**src/rtl/rvc_mmio_timer_sc.sv**
```systemverilog
// Prescaled 32-bit MMIO timer (CTRL/STATUS/COUNT/COMPARE/PRESCALE) decoded beside the data memory.
// Reads are combinational (0 cycles), writes land on the next Clock edge; the bus is never stalled.
module rvc_mmio_timer_sc #(
  parameter logic [31:0] BASE_ADDR  = 32'h0001_0000,
  parameter int          PRESCALE_W = 16
) (
  input  logic        Clock,
  input  logic        Rst,
  input  logic [31:0] AluOut,
  input  logic [31:0] RegRdData2,
  input  logic [3:0]  CtrlDMemByteEn,
  input  logic        CtrlDMemWrEn,
  input  logic        SelDMemWb,
  output logic        Hit,
  output logic [31:0] RdData,
  output logic        TimerIrq
);

  localparam logic [2:0] REG_CTRL     = 3'd0;
  localparam logic [2:0] REG_STATUS   = 3'd1;
  localparam logic [2:0] REG_COUNT    = 3'd2;
  localparam logic [2:0] REG_COMPARE  = 3'd3;
  localparam logic [2:0] REG_PRESCALE = 3'd4;

  localparam logic [PRESCALE_W-1:0] PCNT_ONE = {{(PRESCALE_W-1){1'b0}}, 1'b1};

  logic                  ctrlEn;
  logic                  ctrlAutoReload;
  logic                  ctrlIrqEn;
  logic                  matchFlag;
  logic [31:0]           count;
  logic [31:0]           compare;
  logic [PRESCALE_W-1:0] prescale;
  logic [PRESCALE_W-1:0] pcnt;

  logic                  ctrlEnNext;
  logic                  ctrlAutoReloadNext;
  logic                  ctrlIrqEnNext;
  logic                  matchFlagNext;
  logic [31:0]           countNext;
  logic [31:0]           compareNext;
  logic [PRESCALE_W-1:0] prescaleNext;
  logic [PRESCALE_W-1:0] pcntNext;

  logic [2:0]  regSel;
  logic        wrEn;
  logic        rdEn;
  logic        tick;
  logic        cmpHit;
  logic [31:0] laneMask;

  assign Hit      = (AluOut[31:5] == BASE_ADDR[31:5]);
  assign regSel   = AluOut[4:2];
  assign wrEn     = Hit & CtrlDMemWrEn;
  assign rdEn     = Hit & SelDMemWb;
  assign laneMask = {{8{CtrlDMemByteEn[3]}}, {8{CtrlDMemByteEn[2]}},
                     {8{CtrlDMemByteEn[1]}}, {8{CtrlDMemByteEn[0]}}};

  assign tick     = ctrlEn & (pcnt == prescale);
  assign cmpHit   = tick & (count == compare);
  assign TimerIrq = matchFlag & ctrlIrqEn;

  always_comb begin
    ctrlEnNext         = ctrlEn;
    ctrlAutoReloadNext = ctrlAutoReload;
    ctrlIrqEnNext      = ctrlIrqEn;
    matchFlagNext      = matchFlag;
    countNext          = count;
    compareNext        = compare;
    prescaleNext       = prescale;
    pcntNext           = pcnt;

    // A stale PCNT above a freshly lowered PRESCALE simply runs up and wraps.
    if (!ctrlEn || tick) begin
      pcntNext = '0;
    end else begin
      pcntNext = pcnt + PCNT_ONE;
    end

    if (tick) begin
      if (cmpHit && ctrlAutoReload) begin
        countNext = 32'd0;
      end else begin
        countNext = count + 32'd1;
      end
    end

    // Software lanes override the tick result lane by lane.
    if (wrEn) begin
      case (regSel)
        REG_CTRL: begin
          if (CtrlDMemByteEn[0]) begin
            ctrlEnNext         = RegRdData2[0];
            ctrlAutoReloadNext = RegRdData2[1];
            ctrlIrqEnNext      = RegRdData2[2];
          end
        end
        REG_STATUS: begin
          if (CtrlDMemByteEn[0] && RegRdData2[0]) begin
            matchFlagNext = 1'b0;
          end
        end
        REG_COUNT: begin
          countNext = (countNext & ~laneMask) | (RegRdData2 & laneMask);
        end
        REG_COMPARE: begin
          compareNext = (compare & ~laneMask) | (RegRdData2 & laneMask);
        end
        REG_PRESCALE: begin
          prescaleNext = (prescale & ~laneMask[PRESCALE_W-1:0])
                       | (RegRdData2[PRESCALE_W-1:0] & laneMask[PRESCALE_W-1:0]);
        end
        default: begin
        end
      endcase
    end

    // A new match beats a same-cycle write-1-to-clear.
    if (cmpHit) begin
      matchFlagNext = 1'b1;
    end
  end

  always_ff @(posedge Clock or posedge Rst) begin
    if (Rst) begin
      ctrlEn         <= 1'b0;
      ctrlAutoReload <= 1'b0;
      ctrlIrqEn      <= 1'b0;
      matchFlag      <= 1'b0;
      count          <= 32'd0;
      compare        <= 32'd0;
      prescale       <= '0;
      pcnt           <= '0;
    end else begin
      ctrlEn         <= ctrlEnNext;
      ctrlAutoReload <= ctrlAutoReloadNext;
      ctrlIrqEn      <= ctrlIrqEnNext;
      matchFlag      <= matchFlagNext;
      count          <= countNext;
      compare        <= compareNext;
      prescale       <= prescaleNext;
      pcnt           <= pcntNext;
    end
  end

  always_comb begin
    RdData = 32'd0;
    if (rdEn) begin
      case (regSel)
        REG_CTRL:     RdData = {29'd0, ctrlIrqEn, ctrlAutoReload, ctrlEn};
        REG_STATUS:   RdData = {31'd0, matchFlag};
        REG_COUNT:    RdData = count;
        REG_COMPARE:  RdData = compare;
        REG_PRESCALE: RdData[PRESCALE_W-1:0] = prescale;
        default:      RdData = 32'd0;
      endcase
    end
  end

endmodule
```
**config.mk**
```make
export PLATFORM = sky130hd
export DESIGN_NAME = rvc_mmio_timer_sc
export DESIGN_NICKNAME = d
export VERILOG_FILES = /design/src/rtl/rvc_mmio_timer_sc.sv
export SDC_FILE = /design/constraint.sdc
export NUM_CORES = 1
export LEC_CHECK = 0
export ABC_AREA = 1
export BUFFER_PORTS_ARGS = -buffer_cell sky130_fd_sc_hd__buf_2
export CORE_MARGIN = 8
export CORE_UTILIZATION = 52
export DETAILED_ROUTE_END_ITERATION = 16
export PLACE_DENSITY = 0.77
export SLEW_MARGIN = 20
export SYNTH_ARGS = -nofsm -noshare
export SYNTH_HDL_FRONTEND = slang
export SYNTH_SLANG_ARGS = --single-unit
export TNS_END_PERCENT = 5
```
**constraint.sdc**
```tcl
create_clock -name Clock -period 3.2 [get_ports Clock]
set_clock_uncertainty 0.05 [all_clocks]
set_input_delay 0.48 -clock Clock [delete_from_list [all_inputs] [get_ports Clock]]
set_output_delay 0.48 -clock Clock [all_outputs]
set_load 0.05 [all_outputs]
```
# Yosys cells after proc, flatten, opt, wreduce, memory -nomap -nowiden
# Cells that the tools add are included.
totals:
  latch_bits: 0
  rom_bits: 0
  ramBits: 0
  output_inout_bits: 34
  reg_bits: 100
  wordCells: 56
  input_bits: 72
  n_memories: 0
op_classes:
  order_cmp: 0
  n_addsub: 2
  bitwise: 15
  shift: 0
  n_mul: 0
  reduce_logical: 12
  n_mux: 12
  n_eq_ne: 7
  div_mod_pow: 0
op_table:
  columns: ["cell", "n"]
  rows:
  - ["$mux W32", 5]
  - ["$and A32 B32 Y32", 3]
  - ["$pmux W16 S5", 1]
  - ["$or A32 B32 Y32", 2]
  - ["$add A32 B1 Y32 const B", 1]
  - ["$and A16 B16 Y16", 2]
  - ["$eq A32 B32 Y1", 1]
  - ["$not A32 Y32", 1]
  - ["$pmux W16 S2", 1]
  - ["$eq A27 B12 Y1 const B", 1]
  - ["$add A16 B1 Y16 const B", 1]
  - ["$eq A16 B16 Y1", 1]
  - ["$mux W16", 1]
  - ["$not A16 Y16", 1]
  - ["$or A16 B16 Y16", 1]
  - ["$eq A3 B2 Y1 const B", 2]
  - ["$reduce_and A3 Y1", 2]
  - ["$reduce_bool A2 Y1", 3]
  - ["$and A1 B1 Y1", 5]
  - ["$mux W1", 4]
  - ["$reduce_and A2 Y1", 2]
  - ["$eq A3 B1 Y1 const B", 1]
  - ["$eq A3 B3 Y1 const B", 1]
  - ["$logic_not A3 Y1", 1]
  - ["other kinds (3)", 4]

# Logic depth before layout (Yosys ltp)
depth:
  depth_word: 10
  depth_mapped: 14
  ltp_nobuf: 14

# Worst setup path before layout
# Ideal clock, no wire load.
synth_timing:
  kind: "input-to-output"
  from: "input AluOut[22]"
  to: "output RdData[11]"
  t_arrival_ps: 2243
  setup_slack_ps: 427
  n_path_buf: 0
  cell_stages: 5
  path_cell_list: "nor4_1 nand3_1 nor3b_1 o21ai_0 a31oi_1"
synth_via:
  elab_chain_len: 3
synth_rtl:
  columns: ["item", "line_no", "rtl"]
  rows:
  - ["start: declaration", "9", "input logic [31:0] AluOut,"]
  - ["$eq A27 B12 Y1", "52", "assign Hit = (AluOut[31:5] == BASE_ADDR[31:5]);"]
  - ["$and A1 B1 Y1", "55", "assign rdEn = Hit & SelDMemWb;"]
  - ["$mux W32", "148", "if (rdEn) begin"]
  - ["end: declaration", "15", "output logic [31:0] RdData,"]
# No other way between the ends.

# Worst setup path after layout
layout_timing:
  from: "input AluOut[22]"
  to: "output RdData[8]"
# Same word-level chain as after synthesis.

==> out/qor.txt <==
Top cells by instance count after synthesis - sky130_fd_sc_hd__nand2_1 (255), sky130_fd_sc_hd__inv_1 (109), sky130_fd_sc_hd__nor2_1 (102), sky130_fd_sc_hd__dfrtp_1 (100), sky130_fd_sc_hd__nand3_1 (43)
Highest clock frequency the design can meet - 0.3571 GHz
Layout filler cell count - 1185
Post-DP HPWL - 13520 um
Quantity of I/O buffers inserted on ports - 103
First-iteration detailed-routing DRC count - 587
Hold Buf Count CTS - 0
Total of endpoints with negative setup slack in the final report - 0
CTS Root Buffer Type - sky130_fd_sc_hd__clkbuf_16
Largest net degree at the start of global routing - 53
Number of sinks driven by the clock tree - 100
Post-CTS Resized - 0
Register clock-pin slew on the reported worst setup and hold paths - 60 ps
Synth-to-Final Area Change - 14.79%
Number of buffers created by CTS - 9
Drt wl/cell - 15.58 um
Clock tree buffer depth - 2
Setup tns final - 0 ps
Number of register bits inferred by synthesis - 100
Post-synth net total - 971
TritonCTS clock tree - yes
Category of the most critical setup path - in2out
Number of buffers added for setup after CTS - 0
Post-Synthesis Mean Instance Area - 7.103 um^2
Overall routing resource usage - 22.65%
Top Ports - 106
Worst-Skew Late Latency - 350 ps
Clock period minus worst slack - 2801 ps
CP max FO - 4
Number of max-cap violations - 0
DRC Markers - 0
Fraction of final layout cells with drive strength greater than 1 - 17.78%
Most numerous cell in the Yosys netlist - sky130_fd_sc_hd__nand2_1
Worst slew margin - 57.32%
Final slew viol count - 0
Leakage Power - 0.003588 uW
Proportion of synthesized chip area in sequential cells - 39.28%
Horiz. Die Dim - 126.7 um
Endpoint class of the critical path - output port
Number of cell rows - 40
Routed wire length - 17890 um
Initial core utilization - 53.04%
Vias in the first global route - 6142
Hold violation count in the final report - 0
Wire length of the first global-routing pass - 29710 um
Status - finished, final reports clean
RSZ-0062 raised after global routing - false
Antenna cells - 0
Number of nets with antenna violations after routing - 0
DP Cell Count - 1132
Worst EP required - 2670 ps
Number of levels in the clock H-tree - 3
First-pass iteration count of the detailed router - 6
Via Count - 6307
Critical Path Source Type - primary input
Synthesized instance count - 897
Chip height - 126.7 um
Actual transition at the worst max-transition pin - 640.2 ps
Class of the worst hold path - in2async
Number of antenna violations at the first check in global routing - 0
Worst reg-to-reg path cell count - 13
Total global routing overflow - 0
Overall die area - 16050 um^2
Post-synth top area cell - sky130_fd_sc_hd__dfrtp_1
Fin crit share - 87.52%
Number of warnings printed during yosys synthesis - 0
Post-synthesis instance area - 6371 um^2
Arrival time of the worst setup path - 2270 ps
VDD IR max - 244.9 uV
Final Non-Filler Cells - 1148
Gpl congestion - 0.8716
Number of enable-type register cells in the synthesized netlist - 0
Via-per-instance ratio - 5.494
Top FF cell, synth - sky130_fd_sc_hd__dfrtp_1
Async SR Flop Fraction - 100.0%
Count of cell types in the netlist - 38
Final layout net count - 1070
Share of Yosys cell area claimed by the top area cell type - 39.28%
Power per standard cell area - 333.7 nW/um^2
Standard cell core area - 12010 um^2
Synth top area cells - sky130_fd_sc_hd__dfrtp_1 (39%), sky130_fd_sc_hd__nand2_1 (15%), sky130_fd_sc_hd__inv_1 (6.4%)
==> cell families after synthesis <==
logic type	after synthesis	synth area share, %
buf+inv	142	8.896
xor+xnor	46	6.324
simple gates	481	33.15
fa+ha+maj	2	0.3927
flops	100	39.28
compound gates	126	11.96
==> routing by layer <==
metal  track usage [%]  part of all wire [%]  vias to the layer above
met5                 0                     0                        -
met4             8.537                   2.6                        0
met3             4.231                   6.3                       38
met2             38.49                    48                      220
met1             28.03                    43                     2949
li1                  -                     -                     3100
==> layout by cell type (no fill, tap or decap), types with 16 or more instances in the layout <==
cell type,count
sky130_fd_sc_hd__a21oi_1,18
sky130_fd_sc_hd__a22oi_1,16
sky130_fd_sc_hd__buf_2,103
sky130_fd_sc_hd__dfrtp_1,100
sky130_fd_sc_hd__inv_1,108
sky130_fd_sc_hd__nand2_1,255
sky130_fd_sc_hd__nand3_1,43
sky130_fd_sc_hd__nand4_1,24
sky130_fd_sc_hd__nor2_1,102
sky130_fd_sc_hd__o21ai_0,31
sky130_fd_sc_hd__o21ai_1,24
sky130_fd_sc_hd__xor2_1,36
==> report_power, final <==
| group | internal, uW | total [uW] | switching [uW] |
|---|---|---|---|
| registers | 1260 | 1260 | 0.0000352 |
| logic | 44.4 | 135 | 90.2 |
| clock network | 568 | 1040 | 474 |
==> worst max-delay path, cell delays in order <==
cell,delay (ps)
sky130_fd_sc_hd__buf_2,100
sky130_fd_sc_hd__nor4_1,280
sky130_fd_sc_hd__nand3_1,190
sky130_fd_sc_hd__nor3b_1,310
sky130_fd_sc_hd__o21ai_0,190
sky130_fd_sc_hd__buf_4,200
sky130_fd_sc_hd__a31oi_1,200
sky130_fd_sc_hd__buf_2,310
==> path summary, 6_finish.rpt <==
kind | from | to | slack [ps]
max | AluOut[22] | RdData[8] | 400
min | Rst | async pin | 170
max reg2reg | flop | count[27] | 730
min reg2reg | flop | flop | 460
max in group asynchronous | Rst | count[1] | 2230
min in group Clock | RegRdData2[5] | count[5] | 290
==> layout make-up <==
cell class / instances / area [um^2] / area share, %
Clock buffer: 12 / 256.5 / 3.507
Clock inverter: 4 / 23.77 / 0.3251
Inverter: 120 / 452.9 / 6.193
Multi-Input combinational cell: 655 / 3313 / 45.30
Tap cell: 147 / 183.9 / 2.515
Sequential cell: 100 / 2502 / 34.22
Timing Repair Buffer: 110 / 580.6 / 7.938
==> stage by stage <==
step	setup WS, ps	power [uW]	area (um^2)	utilization [%]	hold WS, ps
2_1_floorplan	51.22	1339	6371	-	424.6
3_3_place_gp	377.9	1422	7033	58.55	446.6
3_5_place_dp	408.0	1422	7033	58.55	449.3
4_1_cts	401.7	2456	7313	60.89	194.8
5_1_grt	228.0	2526	7313	60.89	216.9
6_report	399.5	2440	7313	60.89	166.1
Note: power is estimated with default switching activity, not from simulation.
